==> src/rtl/word_byte_seq_if.sv <==
// word_byte_seq_if -- bundles the CPU-side request port and the byte-bus port
// of word_byte_seq.
//   slave  : the sequencer's view. Takes CPU requests and byte-bus read
//            data/ready. Drives CPU results and byte-bus address/strobes.
//   master : the environment's view (CPU plus byte memory), the mirror image.
//   cpu_req/we/size/addr/wdata : access request (size 00 B, 01 H, 10/11 W)
//   cpu_rdata/ack/busy         : read result, completion pulse, in-progress flag
//   maddr/mwdata/mread/mwrite  : byte-bus address phase outputs
//   mrdata/mready              : byte-bus read data and ready (low = wait)
interface word_byte_seq_if;
   logic        cpu_req;
   logic        cpu_we;
   logic [1:0]  cpu_size;
   logic [15:0] cpu_addr;
   logic [31:0] cpu_wdata;
   logic [31:0] cpu_rdata;
   logic        cpu_ack;
   logic        cpu_busy;
   logic [15:0] maddr;
   logic [7:0]  mwdata;
   logic [7:0]  mrdata;
   logic        mread;
   logic        mwrite;
   logic        mready;

   modport slave (
      input  cpu_req, cpu_we, cpu_size, cpu_addr, cpu_wdata, mrdata, mready,
      output cpu_rdata, cpu_ack, cpu_busy, maddr, mwdata, mread, mwrite
   );

   modport master (
      output cpu_req, cpu_we, cpu_size, cpu_addr, cpu_wdata, mrdata, mready,
      input  cpu_rdata, cpu_ack, cpu_busy, maddr, mwdata, mread, mwrite
   );
endinterface

==> src/rtl/word_byte_seq.sv <==
// word_byte_seq -- splits a byte/halfword/word CPU access into single-byte
// transfers on an 8-bit bus. Each byte uses an address phase (ADDR, strobe
// high) and a data phase (DATA, strobe low). Bytes go out at ascending,
// 16-bit-wrapping addresses. Data is little-endian.
//   Clk : clock, all state on the rising edge
//   Rst : synchronous active-high reset
//   bus : word_byte_seq_if.slave, CPU request port plus byte-bus port
module word_byte_seq (
   input  logic             Clk,
   input  logic             Rst,
   word_byte_seq_if.slave   bus
);

   localparam logic [1:0] IDLE = 2'd0;
   localparam logic [1:0] ADDR = 2'd1;
   localparam logic [1:0] DATA = 2'd2;

   logic [1:0]  state;
   logic        we_q;
   logic [1:0]  last_idx;   // N-1 for the latched size
   logic [15:0] addr_q;
   logic [31:0] wdata_q;
   logic [1:0]  idx;
   logic [1:0]  nidx;

   assign nidx         = idx + 2'd1;
   assign bus.cpu_busy = (state != IDLE);

   always_ff @(posedge Clk) begin
      if (Rst) begin
         state         <= IDLE;
         we_q          <= 1'b0;
         last_idx      <= 2'd0;
         addr_q        <= 16'd0;
         wdata_q       <= 32'd0;
         idx           <= 2'd0;
         bus.cpu_ack   <= 1'b0;
         bus.cpu_rdata <= 32'd0;
         bus.maddr     <= 16'd0;
         bus.mwdata    <= 8'd0;
         bus.mread     <= 1'b0;
         bus.mwrite    <= 1'b0;
      end else begin
         bus.cpu_ack <= 1'b0;
         case (state)
            IDLE: begin
               if (bus.cpu_req) begin
                  we_q     <= bus.cpu_we;
                  addr_q   <= bus.cpu_addr;
                  wdata_q  <= bus.cpu_wdata;
                  idx      <= 2'd0;
                  // size 11 behaves as word
                  last_idx <= bus.cpu_size[1] ? 2'd3 : (bus.cpu_size[0] ? 2'd1 : 2'd0);
                  // address-phase outputs are registered so they are valid
                  // for the whole first ADDR cycle
                  bus.maddr  <= bus.cpu_addr;
                  bus.mwdata <= bus.cpu_wdata[7:0];
                  bus.mread  <= ~bus.cpu_we;
                  bus.mwrite <= bus.cpu_we;
                  if (!bus.cpu_we)
                     bus.cpu_rdata <= 32'd0;
                  state <= ADDR;
               end
            end
            ADDR: begin
               if (bus.mready) begin
                  // maddr/mwdata stay put: the bridge still needs them
                  bus.mread  <= 1'b0;
                  bus.mwrite <= 1'b0;
                  state      <= DATA;
               end
            end
            DATA: begin
               if (bus.mready) begin
                  if (!we_q)
                     bus.cpu_rdata[{idx, 3'b000} +: 8] <= bus.mrdata;
                  if (idx == last_idx) begin
                     bus.cpu_ack <= 1'b1;
                     state       <= IDLE;
                  end else begin
                     idx        <= nidx;
                     bus.maddr  <= addr_q + {14'd0, nidx};
                     bus.mwdata <= wdata_q[{nidx, 3'b000} +: 8];
                     bus.mread  <= ~we_q;
                     bus.mwrite <= we_q;
                     state      <= ADDR;
                  end
               end
            end
            default: state <= IDLE;
         endcase
      end
   end

endmodule

==> src/flat_wrapper.sv <==
// flat-port wrapper written by rule: the top's interface ports become plain ports
module word_byte_seq_flat 
  (Clk, Rst, bus_cpu_req, bus_cpu_we, bus_cpu_size, bus_cpu_addr, bus_cpu_wdata, bus_mrdata, bus_mready, bus_cpu_rdata, bus_cpu_ack, bus_cpu_busy, bus_maddr, bus_mwdata, bus_mread, bus_mwrite);
  word_byte_seq_if bus_i ();
  input  logic Clk;
  input  logic Rst;
  input wire logic [$bits(bus_i.cpu_req)-1:0] bus_cpu_req;
  input wire logic [$bits(bus_i.cpu_we)-1:0] bus_cpu_we;
  input wire logic [$bits(bus_i.cpu_size)-1:0] bus_cpu_size;
  input wire logic [$bits(bus_i.cpu_addr)-1:0] bus_cpu_addr;
  input wire logic [$bits(bus_i.cpu_wdata)-1:0] bus_cpu_wdata;
  input wire logic [$bits(bus_i.mrdata)-1:0] bus_mrdata;
  input wire logic [$bits(bus_i.mready)-1:0] bus_mready;
  output wire logic [$bits(bus_i.cpu_rdata)-1:0] bus_cpu_rdata;
  output wire logic [$bits(bus_i.cpu_ack)-1:0] bus_cpu_ack;
  output wire logic [$bits(bus_i.cpu_busy)-1:0] bus_cpu_busy;
  output wire logic [$bits(bus_i.maddr)-1:0] bus_maddr;
  output wire logic [$bits(bus_i.mwdata)-1:0] bus_mwdata;
  output wire logic [$bits(bus_i.mread)-1:0] bus_mread;
  output wire logic [$bits(bus_i.mwrite)-1:0] bus_mwrite;
  assign bus_i.cpu_req = bus_cpu_req;
  assign bus_i.cpu_we = bus_cpu_we;
  assign bus_i.cpu_size = bus_cpu_size;
  assign bus_i.cpu_addr = bus_cpu_addr;
  assign bus_i.cpu_wdata = bus_cpu_wdata;
  assign bus_i.mrdata = bus_mrdata;
  assign bus_i.mready = bus_mready;
  assign bus_cpu_rdata = bus_i.cpu_rdata;
  assign bus_cpu_ack = bus_i.cpu_ack;
  assign bus_cpu_busy = bus_i.cpu_busy;
  assign bus_maddr = bus_i.maddr;
  assign bus_mwdata = bus_i.mwdata;
  assign bus_mread = bus_i.mread;
  assign bus_mwrite = bus_i.mwrite;
  word_byte_seq u_core (.Clk(Clk), .Rst(Rst), .bus(bus_i));
endmodule
==> config.mk <==
export PLATFORM = sky130hd
export DESIGN_NAME = word_byte_seq_flat
export DESIGN_NICKNAME = d
export VERILOG_FILES = /design/src/rtl/word_byte_seq_if.sv /design/src/rtl/word_byte_seq.sv /design/src/flat_wrapper.sv
export SDC_FILE = /design/constraint.sdc
export NUM_CORES = 1
export LEC_CHECK = 0
export BUFFER_PORTS_ARGS = -buffer_cell sky130_fd_sc_hd__buf_2
export CAP_MARGIN = 10
export CORE_MARGIN = 2
export CORE_UTILIZATION = 30
export DETAILED_ROUTE_END_ITERATION = 16
export SLEW_MARGIN = 25
export SYNTH_ARGS = -nofsm -noshare
export SYNTH_HDL_FRONTEND = slang
export SYNTH_SLANG_ARGS = --single-unit
==> constraint.sdc <==
create_clock -name Clk -period 2.18 [get_ports Clk]
set_input_delay 0.654 -clock Clk [delete_from_list [all_inputs] [get_ports Clk]]
set_output_delay 0.654 -clock Clk [all_outputs]
set_load 0.01 [all_outputs]
After elaboration in Yosys (flattened, before gate mapping)
Cells that the tools add are included.
{"block": "classes", "bitwise_logic": 4, "order_cmp": 0, "shift": 3, "reduce_logical": 10, "n_mux": 35, "multipliers": 0, "div": 0, "n_addsub": 3, "n_eq_ne": 9}
{"operator": "$mux 32", "count": 4}
{"operator": "$pmux 32 s2", "count": 1}
{"operator": "$mux 16", "count": 3}
{"operator": "$bwmux 32", "count": 1}
{"operator": "$pmux 16 s2", "count": 1}
{"operator": "$shift 8x7->32 const A", "count": 1}
{"operator": "$shiftx 32x6->8", "count": 1}
{"operator": "$shiftx 8x7->32", "count": 1}
{"operator": "$mux 8", "count": 3}
{"operator": "$add 16x2->16", "count": 1}
{"operator": "$pmux 8 s2", "count": 1}
{"operator": "$mux 2", "count": 7}
{"operator": "$ne 2x2->1 const B", "count": 6}
{"operator": "$mux 1", "count": 10}
{"operator": "$reduce_and 5->1", "count": 2}
{"operator": "$neg 5->7", "count": 1}
{"operator": "$pmux 1 s3", "count": 2}
{"operator": "$pmux 2 s3", "count": 1}
{"operator": "$not 1->1", "count": 4}
{"operator": "$pmux 2 s2", "count": 1}
{"operator": "$reduce_and 4->1", "count": 1}
{"operator": "$reduce_bool 2->1", "count": 2}
{"operator": "$reduce_and 3->1", "count": 1}
{"operator": "$reduce_bool 3->1", "count": 1}
{"operator": "other kinds (7)", "count": 7}
{"block": "word_totals", "latch_bits": 0, "input_bits": 63, "romBits": 0, "ff_bits": 114, "output_inout_bits": 60, "ram_bits": 0, "wordCells": 76, "memories": 0}

Longest topological paths before layout
Gate-level depths: netlist of the first run.
{"block": "logic_depth", "ltp_word": 6, "mapped_depth": 10, "mapped_depth_nobuf": 8}

Worst setup path before layout of the first run
OpenSTA, ideal clock, no wires.
{"block": "synth_path", "path_kind": "register -> register", "startpoint": "register u_core.idx[0]", "endpoint": "register u_core.bus.maddr[12]", "period_less_slack_ns": 2.232, "setup_ns": 0.117, "path_buffers": 0, "stages_incl_launch_ff": 9, "path_slack_ns": -0.052, "arrival_ns": 2.115, "required_ns": 2.063, "path_cell_list": "dfxtp_1 -> inv_1 -> ha_1 -> fa_1 -> and2_1 -> nand4_1 -> xor2_1 -> nand2_1 -> a32o_1"}
{"block": "synth_via", "elab_chain_cells": 5, "word_cells_on_any_way": 8, "classes_between": "2 x add/sub; 2 x eq/ne; 3 x mux; 1 x reduce/logical"}
{"item": "from (decl)", "line_no": "word_byte_seq.sv:23", "source": "logic [1:0] idx;"}
{"item": "from (signal assigned)", "line_no": "word_byte_seq.sv:81", "source": "idx <= nidx;"}
{"item": "$add 2x1->2", "line_no": "word_byte_seq.sv:26", "source": "assign nidx = idx + 2'd1;"}
{"item": "$add 16x2->16", "line_no": "word_byte_seq.sv:82", "source": "bus.maddr <= addr_q + {14'd0, nidx};"}
{"item": "$mux 16", "line_no": "word_byte_seq.sv:77", "source": "if (idx == last_idx) begin"}
{"item": "$mux 16", "line_no": "word_byte_seq.sv:74", "source": "if (bus.mready) begin"}
{"item": "$pmux 16 s2", "line_no": "word_byte_seq.sv:45", "source": "case (state)"}
{"item": "to (signal assigned)", "line_no": "word_byte_seq.sv:56", "source": "bus.maddr <= bus.cpu_addr;"}
{"item": "to (signal assigned)", "line_no": "word_byte_seq.sv:82"}
{"item": "to (decl)", "line_no": "word_byte_seq_if.sv:28", "source": "output cpu_rdata, cpu_ack, cpu_busy, maddr, mwdata, mread, mwrite"}
Several ways; a longest one is shown, not always the timed one. The select of a mux whose other input is x is not followed.
A chain may end at the register's enable or synchronous reset.

Final worst setup path of the first run
{"block": "layout_path", "startpoint": "register u_core.state[1]", "endpoint": "output bus_cpu_busy"}
{"block": "layout_via", "elab_chain_cells": 1}
{"item": "from (decl)", "line_no": "word_byte_seq.sv:18", "source": "logic [1:0] state;"}
{"item": "from (signal assigned)", "line_no": "word_byte_seq.sv:31", "source": "state <= IDLE;"}
{"item": "from (signal assigned)", "line_no": "word_byte_seq.sv:62", "source": "state <= ADDR;"}
{"item": "from (signal assigned)", "line_no": "word_byte_seq.sv:70", "source": "state <= DATA;"}
{"item": "$reduce_bool 2->1", "line_no": "word_byte_seq.sv:27", "source": "assign bus.cpu_busy = (state != IDLE);"}
{"item": "to (decl)", "line_no": "flat_wrapper.sv:16", "source": "output wire logic [$bits(bus_i.cpu_busy)-1:0] bus_cpu_busy;"}
Every way passes these cells.

==> impl_metrics.csv, run 1 <==
group,metric,value,unit
worst_hold_path,hold_class,"flop to flop",
critical_path,r2r-start,"u_core.state[1]$_SDFFE_PP0P_",
cells_and_area,fillCellCount,1887,
timing,fmax,483,MHz
critical_path,end_kind,"output pin",
critical_path,required,1530,ps
die,top_level_ports,123,
cells_and_area,multi_input_area,0.00284,mm^2
cells_and_area,final_net_count,844,
clock_tree,htree_levels,4,
die,start_util,0.303,
job,cap_violations,0,
yosys,syn_inst,652,
critical_path,rrSetupSlack,140,ps
route,avgViaCountPerCell,4.70,
power_and_ir_drop,p_per_area,1180,mW/mm^2
timing,setup_viol_count_final,0,
worst_hold_path,min_from,"u_core.bus.cpu_rdata[13]$_SDFFE_PP0P_",
timing,worst_slew_pin_slew,390,ps
power_and_ir_drop,p_total,8110,uW
critical_path,cpMostUsedCell,"inv_1",
grt,grt_pass1_wl,23.4,mm
yosys,ys_seq_elements,114,
yosys,seq_area_frac_synth,0.424,
power_and_ir_drop,peakVddDrop,0.000502,V
power_and_ir_drop,netSwitchingPower,2850,uW
clock_tree,clk_path_buf_depth,2,
cells_and_area,fin_area,0.00689,mm^2
yosys,netlist-cell-type-count,50,
yosys,synth-simple-area-share,0.262,
critical_path,arrival,1420,ps
yosys,avgSynthCellArea,8.26,um^2
power_and_ir_drop,swShare,0.352,
cells_and_area,drive_gt1_frac,0.283,
critical_path,slowest_stage,"dfxtp_1",
route,firstDrtPassIters,5,
timing,hold_viol_final,0,
yosys,ys.flop_type,"dfxtp_1",
critical_path,rr_worst_depth,6,
yosys,synth_mux_area_frac,0.0576,
yosys,synth-compound-area-share,0.152,
route,wl_per_cell,14.3,um
grt,antenna_found_initial,0,
yosys,synth-edff-count,0,
power_and_ir_drop,p_int,5250,uW
power_and_ir_drop,pwr-share-clk,0.364,
route,drc,0,
grt,grt_max_degree,54,
grt,grt.total_usage,0.153,
critical_path,worstSetupStartpointType,"flop",
yosys,synth_fa_ha_area_frac,0.0293,
die,floorplan.die_area,0.0190,mm^2
clock_tree,postCtsHoldBufs,0,
route,num_vias,4754,
timing,finalCriticalPeriod,2070,ps
cells_and_area,diodes,0,
yosys,synthXorXnorAreaFrac,0.0211,
placed_design,portBuffers,122,
route,finalWirelength,14.5,mm
die,die-height,138,um
grt,grt_pass1_vias,4571,
die,rows,49,
yosys,synth_top_family_by_area,"simple AND/OR/NAND/NOR gates",
cells_and_area,syn_to_final_growth,27.9,%
route,ant_nets,0,
run_status,outcome,"complete, no violations",
power_and_ir_drop,p_seq_frac,0.326,
route,drt_iter0_markers,177,
grt,overflow,0,
timing,skew,10.4,ps
clock_tree,cts-root-buf,"clkbuf_16",
timing,relSlewSlack,0.740,
placed_design,finalWeightedCongestion,0.842,
clock_tree,cts_tree,"done",
cells_and_area,ff_latch_area,0.00228,mm^2
critical_path,crit_chain,"inv_1 > ha_2 > inv_1 > buf_2",
placed_design,dpl.hpwl,10.2,mm
timing,finalCritPeriodShare,0.950,
timing,rsz0062_at_grt,"true",
power_and_ir_drop,combinationalPowerShare,0.310,
placed_design,place_area,0.00626,mm^2
yosys,async_flop_share,0,
critical_path,rr_endpoint,"u_core.bus.cpu_rdata[19]$_SDFFE_PP0P_",
timing,maxSlewViolCount,0,
yosys,syn_nets,727,
clock_tree,clk_pin_slew_worst_paths,60,ps
clock_tree,cts_made_buffers,17,
power_and_ir_drop,p_leak,0.00282,uW
worst_hold_path,whs_endpoint,"u_core.bus.cpu_rdata[13]$_SDFFE_PP0P_",
critical_path,crit_fanout,7,
die,die_w,138,um
die,core,0.0178,mm^2
critical_path,crit_type,"flop to output pin",
clock_tree,clkLatencyLatePin,420,ps
clock_tree,cts.sinks,114,
yosys,yosys_warnings,0,
yosys,mappedNetlistArea,0.00539,mm^2
critical_path,slowest_delay,340,ps
worst_hold_path,hold_depth,2,
## synth_stat cells (2+ instances only)
master / instances / area share
or2_2: 21 / 0.024
a211o_1: 7 / 0.011
a21oi_1: 97 / 0.090
nand2_1: 196 / 0.14
o211ai_1: 3 / 0.0042
nor2b_1: 2 / 0.0023
mux4_2: 8 / 0.033
buf_4: 3 / 0.0042
nand4_1: 6 / 0.0070
buf_2: 8 / 0.0074
nor3_1: 3 / 0.0028
inv_1: 9 / 0.0063
dfxtp_1: 114 / 0.42
nand3_1: 7 / 0.0065
ha_1: 11 / 0.026
buf_1: 6 / 0.0042
a21o_1: 4 / 0.0056
xnor2_1: 3 / 0.0049
clkbuf_1: 19 / 0.013
and4_1: 4 / 0.0065
xor2_1: 10 / 0.016
mux2i_1: 13 / 0.024
or3_1: 3 / 0.0035
a32o_1: 4 / 0.0074
nor2_1: 23 / 0.016
nand3_4: 4 / 0.013
buf_6: 8 / 0.017
o21ai_0: 4 / 0.0037
or2_1: 12 / 0.014
and2_1: 5 / 0.0058
a211oi_1: 11 / 0.015
clkbuf_2: 2 / 0.0019
nand2b_1: 5 / 0.0058
## per-stage QoR
stage	util	hold WS, ps	setup TNS (ps)	setup WS (ps)	cells
after global routing	0.388	454	-1.01	-1.01	1011
after floorplan	-	433	0	34.0	652
after global placement	0.352	437	0	123	979
after CTS	0.387	443	0	80.6	1011
after detailed placement	0.352	443	0	115	979
final	0.388	448	0	109	1011
## what timing repair did
item                       in CTS  in global routing
setup buffers                   0                  0
setup endpoints to repair       1                  3
gates resized for setup         1                  2
## kinds of logic after synthesis
| kind of cell | Yosys count |
|---|---|
| AOI/OAI and AO/OA | 137 |
| DFF | 114 |
| muxes | 21 |
| buffers and inverters | 55 |
| and+or+nand+nor | 300 |
| adders and majority gates | 12 |
| xor gates and xnor gates | 13 |
## how the worst max path moves through the flow
stage / from / to / slack [ps]
floorplan: u_core.idx[0]$_SDFFE_PP0P_ / u_core.bus.maddr[12]$_SDFFE_PP0P_ / 30
global placement: u_core.idx[0]$_SDFFE_PP0P_ / u_core.bus.maddr[12]$_SDFFE_PP0P_ / 120
detailed placement: u_core.idx[0]$_SDFFE_PP0P_ / u_core.bus.maddr[15]$_SDFFE_PP0P_ / 110
CTS: u_core.state[1]$_SDFFE_PP0P_ / bus_cpu_busy / 80
global route: u_core.state[0]$_SDFFE_PP0P_ / u_core.bus.cpu_rdata[19]$_SDFFE_PP0P_ / -1
finish: u_core.state[1]$_SDFFE_PP0P_ / bus_cpu_busy / 110
## per-layer routing
metal | global-route usage | vias up | wire, um
li1 | - | 2438 | -
met1 | 0.208 | 2191 | 7260
met2 | 0.231 | 116 | 6380
met3 | 0.0481 | 9 | 695
met4 | 0.0510 | 0 | 151
met5 | 0 | - | 0
## cell type report
class / count / share of cell area
clock buffer: 17 / 0.0617
multi-input combinational: 483 / 0.412
timing repair buffer: 144 / 0.120
inverter: 9 / 0.00490
sequential: 114 / 0.331
clock inverter: 15 / 0.0287
tap: 229 / 0.0416
## flip-flops by register name (all words and copies together), names as in the netlist
register / cells
u_core.bus.mread: 1
u_core.bus.mwrite: 1
u_core.we_q: 1
u_core.bus.maddr: 16
u_core.state: 2
u_core.bus.cpu_ack: 1
u_core.idx: 2
u_core.wdata_q: 32
u_core.addr_q: 16
u_core.bus.cpu_rdata: 32
u_core.last_idx: 2
u_core.bus.mwdata: 8
## power by group through the flow
stage	clock network, uW	logic [uW]	registers (uW)
finish	2950	2520	2640
global route	3110	2800	2690
CTS	3020	2550	2650
detailed placement	0	2530	2690
global placement	0	2500	2680
floorplan	0	1760	2730
## worst max-delay path: cells and delay by family (launching register included)
family	cells	cell delay [ps]
buffers and inverters	3	360
flip-flops	1	340
adder cells (fa/ha/maj)	1	300
## placed cells by master (no fill, tap or decap), types with 7 or more instances in the layout
cell and n:
ha_1 8, a211oi_1 11, or2_1 12, mux4_2 8, dfxtp_1 114, clkbuf_16 17
buf_2 121, or2_2 21, inv_1 9, nand2_1 196, xor2_1 10, mux2i_1 13
a211o_1 7, nor2_1 23, nand3_1 7, a21oi_1 97, buf_4 19
(Power assumes the default switching activity.)
==> run 2: changes to the inputs <==
--- a/config.mk
+++ b/config.mk
@@ -7,6 +7,7 @@
 export LEC_CHECK = 0
 export BUFFER_PORTS_ARGS = -buffer_cell sky130_fd_sc_hd__buf_2
 export CAP_MARGIN = 10
+export CORE_ASPECT_RATIO = 1.5
 export CORE_MARGIN = 2
 export CORE_UTILIZATION = 30
 export DETAILED_ROUTE_END_ITERATION = 16
==> impl_metrics.csv, run 2 (same netlist as run 1, synthesis figures left out) <==
group,metric,value,unit
clock_tree,cts-root-buf,"clkbuf_16",
grt,grt_max_degree,54,
critical_path,rrSetupSlack,100,ps
placed_design,portBuffers,122,
grt,top_usage_layer,"met2",
critical_path,worstSetupStartpointType,"flop",
critical_path,path_delay_family,"adder cells",
clock_tree,clk_path_buf_depth,2,
timing,relSlewSlack,0.621,
critical_path,arrival,2380,ps
cells_and_area,syn_to_final_growth,26.9,%
power_and_ir_drop,p_total,7950,uW
cells_and_area,fillCellCount,1848,
worst_hold_path,hold_depth,2,
timing,worst_slew_pin_slew,569,ps
cells_and_area,reg.largest.list,"u_core.bus.cpu_rdata: 32 flops, u_core.wdata_q: 32 flops",
clock_tree,postCtsHoldBufs,0,
die,die-height,168,um
timing,setup_tns,0,ps
critical_path,end_kind,"flop",
cells_and_area,drive_gt1_frac,0.283,
critical_path,slowest_delay,430,ps
die,die_w,113,um
critical_path,critPathBufInv,1,
clock_tree,clkLatencyLatePin,420,ps
power_and_ir_drop,peakVddDrop,0.000505,V
grt,grt_pass1_vias,4571,
critical_path,crit_fanout,5,
timing,finalCriticalPeriod,2080,ps
grt,grt_use_met2,0.265,
timing,finalCritPeriodShare,0.955,
placed_design,finalWeightedCongestion,0.800,
timing,fmax,480,MHz
grt,grt_util_met3,0.0504,
die,rows,60,
grt,overflow,0,
critical_path,slowest_stage,"fa_1",
cells_and_area,final_common_cell,"nand2_1",
timing,rsz0062_at_grt,"false",
run_status,outcome,"complete, no violations",
placed_design,dpl.hpwl,10.6,mm
clock_tree,cts_made_buffers,17,
clock_tree,htree_levels,4,
power_and_ir_drop,p_leak,0.00281,uW
critical_path,required,2480,ps
grt,grt_pass1_wl,23.6,mm
clock_tree,cts_setup_buffers,0,
critical_path,crit_chain,"inv_1 > ha_4 > fa_1 > and2_1 > nand4_1 > xor2_1 > nand2_1 > a32o_1",
grt,grt_util_met1,0.182,
cells_and_area,diodes,0,
cells_and_area,layout_common_cells,"nand2_1 (196), buf_2 (121), dfxtp_1 (114)",
die,start_util,0.303,
timing,maxSlewViolCount,0,
die,core,0.0178,mm^2
grt,antenna_found_initial,0,
route,finalWirelength,14.4,mm
die,floorplan.die_area,0.0191,mm^2
job,cap_violations,0,
worst_hold_path,hold_class,"flop to flop",
cells_and_area,fin_util,0.384,
grt,grt.total_usage,0.157,
timing,setup_viol_count_final,0,
route,avgViaCountPerCell,4.73,
critical_path,rr_worst_depth,8,
route,firstDrtPassIters,4,
power_and_ir_drop,p_per_area,1160,mW/mm^2
timing,hold_viol_final,0,
clock_tree,cts.sinks,114,
route,wl_per_cell,14.3,um
route,num_vias,4738,
clock_tree,cts_tree,"done",
critical_path,cp_num_cells,8,
critical_path,crit_type,"flop to flop",
route,ant_nets,0,
cells_and_area,final_net_count,847,
die,top_level_ports,123,
route,drc,0,
clock_tree,clk_pin_slew_worst_paths,60,ps
timing,skew,14.3,ps
route,drt_iter0_markers,331,
[run 2: changes by cell type in the layout (fill, tap and decap cells not counted), moves of 2 or more]
| cell | previous run | this run |
|---|---|---|
| buf_4 | 19 | 25 |
| clkinvlp_4 | 0 | 2 |
| buf_12 | 4 | 1 |
| clkbuf_8 | 0 | 2 |
| inv_6 | 5 | 3 |
[run 2: path summary, 6_finish.rpt]
check / start / endpoint
worst max-delay path: u_core.idx[0]$_SDFFE_PP0P_ / u_core.bus.maddr[12]$_SDFFE_PP0P_
worst min-delay path: u_core.bus.cpu_rdata[23]$_SDFFE_PP0P_ / u_core.bus.cpu_rdata[23]$_SDFFE_PP0P_
worst max register to register: u_core.idx[0]$_SDFFE_PP0P_ / u_core.bus.maddr[12]$_SDFFE_PP0P_
worst min register to register: u_core.bus.cpu_rdata[23]$_SDFFE_PP0P_ / u_core.bus.cpu_rdata[23]$_SDFFE_PP0P_
[run 2: through the flow]
step	cells	hold WS, ps	area (um^2)	setup WS [ps]
6_report	1002	447	6840	98.2
5_1_grt	1002	452	6840	12.4
4_1_cts	1002	451	6840	90.4
3_5_place_dp	970	443	6230	82.2
3_3_place_gp	970	435	6230	126
2_1_floorplan	652	433	5400	34.0
[run 2: layout make-up]
cell class | count | area (um^2) | area share
tap | 217 | 272 | 0.0397
sequential | 114 | 2280 | 0.334
clock inverter | 13 | 150 | 0.0220
inverter | 9 | 33.8 | 0.00494
timing repair buffer | 147 | 813 | 0.119
clock buffer | 19 | 453 | 0.0662
multi-input combinational | 483 | 2830 | 0.414
[run 2: routing by layer]
layer / vias to the layer above / wire [um]
li1: 2441 / -
met1: 2147 / 6020
met2: 127 / 7170
met3: 23 / 819
met4: 0 / 336
met5: - / 0
[run 2: worst min-delay path, cell delays in order (launching register included)]
cell	delay, ps
dfxtp_1	300
nand2_1	50
a21oi_1	50
[run 2: what timing repair did]
item | 4_1_cts | 5_1_grt
resized for setup | 1 | 0
hold endpoints to repair | 0 | 0
endpoints found under the setup margin | 1 | 0
[run 2: power by group]
| part | internal (uW) | total [uW] | leakage (uW) | switching (uW) |
|---|---|---|---|---|
| registers | 2430 | 2650 | 0.000931 | 215 |
| logic | 980 | 2480 | 0.00159 | 1500 |
| clock network | 1760 | 2820 | 0.000291 | 1060 |
==> run 3: changes to the inputs <==
--- a/config.mk
+++ b/config.mk
@@ -5,12 +5,13 @@
 export SDC_FILE = /design/constraint.sdc
 export NUM_CORES = 1
 export LEC_CHECK = 0
-export BUFFER_PORTS_ARGS = -buffer_cell sky130_fd_sc_hd__buf_2
 export CAP_MARGIN = 10
 export CORE_ASPECT_RATIO = 1.5
 export CORE_MARGIN = 2
 export CORE_UTILIZATION = 30
+export CTS_BUF_LIST = sky130_fd_sc_hd__clkbuf_16
 export DETAILED_ROUTE_END_ITERATION = 16
+export DONT_BUFFER_PORTS = 1
 export SLEW_MARGIN = 25
 export SYNTH_ARGS = -nofsm -noshare
 export SYNTH_HDL_FRONTEND = slang
==> impl_metrics.csv, run 3 (same netlist as run 1, synthesis figures left out) <==
group,metric,value,unit
power_and_ir_drop,swShare,0.339,
power_and_ir_drop,p_leak,0.00222,uW
worst_hold_path,min_from,"Rst",
critical_path,crit_end,"bus_cpu_busy",
clock_tree,cts_tree,"done",
cells_and_area,ff_latch_area,0.00228,mm^2
cells_and_area,fin_cells,873,
timing,finalCritPeriodShare,0.939,
timing,rsz0062_at_grt,"false",
placed_design,dp_cells,842,
die,floorplan.die_area,0.0191,mm^2
grt,overflow,0,
power_and_ir_drop,p_int,5180,uW
placed_design,dpl.hpwl,9.99,mm
cells_and_area,multi_input_area,0.00286,mm^2
die,core,0.0178,mm^2
clock_tree,cts_made_buffers,17,
clock_tree,clkLatencyLatePin,410,ps
worst_hold_path,hold_class,"input pin to flop",
die,top_level_ports,123,
cells_and_area,fin_area,0.00624,mm^2
timing,skew,7.89,ps
power_and_ir_drop,p_seq_frac,0.356,
route,drc,0,
placed_design,place_area,0.00560,mm^2
clock_tree,clk_pin_slew_worst_paths,50,ps
timing,maxSlewViolCount,0,
clock_tree,htree_levels,4,
clock_tree,clk_path_buf_depth,2,
grt,grt_pass1_wl,22.2,mm
cells_and_area,fillCellCount,1850,
timing,hold_viol_final,0,
critical_path,arrival,1390,ps
critical_path,r2r-start,"u_core.idx[0]$_SDFFE_PP0P_",
cells_and_area,layout_common_cells,"nand2_1 (195), dfxtp_1 (114), a21oi_1 (96)",
route,finalWirelength,14.1,mm
critical_path,end_kind,"output pin",
cells_and_area,drive_gt1_frac,0.143,
critical_path,worstSetupStartpointType,"flop",
clock_tree,cts_setup_buffers,0,
critical_path,rrSetupSlack,150,ps
die,die-height,168,um
die,start_util,0.303,
die,die_w,113,um
placed_design,finalWeightedCongestion,0.782,
grt,grt.total_usage,0.151,
critical_path,crit_fanout,5,
power_and_ir_drop,combinationalPowerShare,0.272,
cells_and_area,final_net_count,719,
placed_design,portBuffers,0,
route,avgViaCountPerCell,4.85,
critical_path,rr_endpoint,"u_core.bus.maddr[11]$_SDFFE_PP0P_",
power_and_ir_drop,netSwitchingPower,2660,uW
power_and_ir_drop,p_per_area,1260,mW/mm^2
timing,relSlewSlack,0.687,
timing,worst_slew_pin_slew,467,ps
grt,grt_max_degree,112,
clock_tree,cts.sinks,114,
cells_and_area,diodes,0,
critical_path,cp-startpoint,"u_core.state[0]$_SDFFE_PP0P_",
timing,finalCriticalPeriod,2050,ps
critical_path,crit_type,"flop to output pin",
timing,fmax,488,MHz
timing,setup_tns,0,ps
job,cap_violations,0,
run_status,outcome,"complete, no violations",
route,num_vias,4230,
route,ant_nets,0,
cells_and_area,reg.largest.list,"u_core.bus.cpu_rdata: 32 flops, u_core.wdata_q: 32 flops",
critical_path,rr_worst_depth,8,
cells_and_area,syn_to_final_growth,15.8,%
route,wl_per_cell,16.1,um
power_and_ir_drop,pwr-share-clk,0.372,
timing,setup_viol_count_final,0,
cells_and_area,final_common_cell,"nand2_1",
clock_tree,cts-root-buf,"clkbuf_16",
power_and_ir_drop,peakVddDrop,0.000557,V
grt,antenna_found_initial,0,
grt,grt_pass1_vias,4084,
die,rows,60,
critical_path,required,1530,ps
route,firstDrtPassIters,4,
route,drt_iter0_markers,225,
-- run 3: cell count changes in the layout (fill, tap and decap cells not counted), moves of 2 or more --
cell,before,now
clkbuf_8,2,0
buf_2,121,0
clkinv_4,5,3
bufinv_16,2,4
inv_6,3,1
buf_12,1,3
clkinv_1,0,3
buf_4,25,16
-- run 3: through the flow --
step / worst slack (ps) / hold WS, ps / utilization / power [uW]
after detailed placement: 133 / 439 / 0.315 / 4990
final: 133 / 300 / 0.351 / 7840
after floorplan: 34.0 / 433 / - / 4490
after global routing: 12.2 / 285 / 0.351 / 8330
after CTS: 47.3 / 289 / 0.349 / 7940
after global placement: 162 / 434 / 0.315 / 4960
-- run 3: how the worst min path moves through the flow --
stage,slack (ps),to,depth (start not counted)
final,300,u_core.wdata_q[8]$_SDFFE_PP0P_,1
after global routing,280,u_core.wdata_q[8]$_SDFFE_PP0P_,1
after CTS,290,u_core.wdata_q[9]$_SDFFE_PP0P_,1
after detailed placement,440,u_core.wdata_q[4]$_SDFFE_PP0P_,2
after global placement,430,u_core.wdata_q[4]$_SDFFE_PP0P_,2
after floorplan,430,u_core.wdata_q[0]$_SDFFE_PP0P_,2
-- run 3: what timing repair did --
item | CTS | global route
gates resized for setup | 0 | 6
endpoints found under the setup margin | 0 | 16
hold buffers | 0 | 0
-- run 3: worst max-delay path, cell delays in order, from the launching register on --
cell	delay (ps)
dfxtp_1	350
inv_1	130
ha_2	270
inv_1	80
buf_4	150
-- run 3: area by class of cell --
cell class / instances / share of cell area
multi-input combinational: 483 / 0.458
sequential: 114 / 0.366
clock buffer: 17 / 0.0682
tap: 217 / 0.0435
clock inverter: 14 / 0.0303
timing repair buffer: 19 / 0.0289
inverter: 9 / 0.00542
-- run 3: layer usage --
metal | track usage | routed length, um | part of all wire | vias to the layer above
met4 | 0.0488 | 174 | 0.012 | 0
met3 | 0.0608 | 1040 | 0.074 | 12
li1 | - | - | - | 2180
met1 | 0.164 | 5660 | 0.40 | 1935
met2 | 0.265 | 7190 | 0.51 | 103
met5 | 0 | 0 | 0 | -
-- run 3: power groups by stage --
stage          Sequential (uW)  Clock, uW  Combinational (uW)
3_3_place_gp              2840          0                2110
4_1_cts                   2800       2980                2150
5_1_grt                   2840       3080                2410
3_5_place_dp              2840          0                2140
2_1_floorplan             2730          0                1760
6_report                  2790       2910                2130
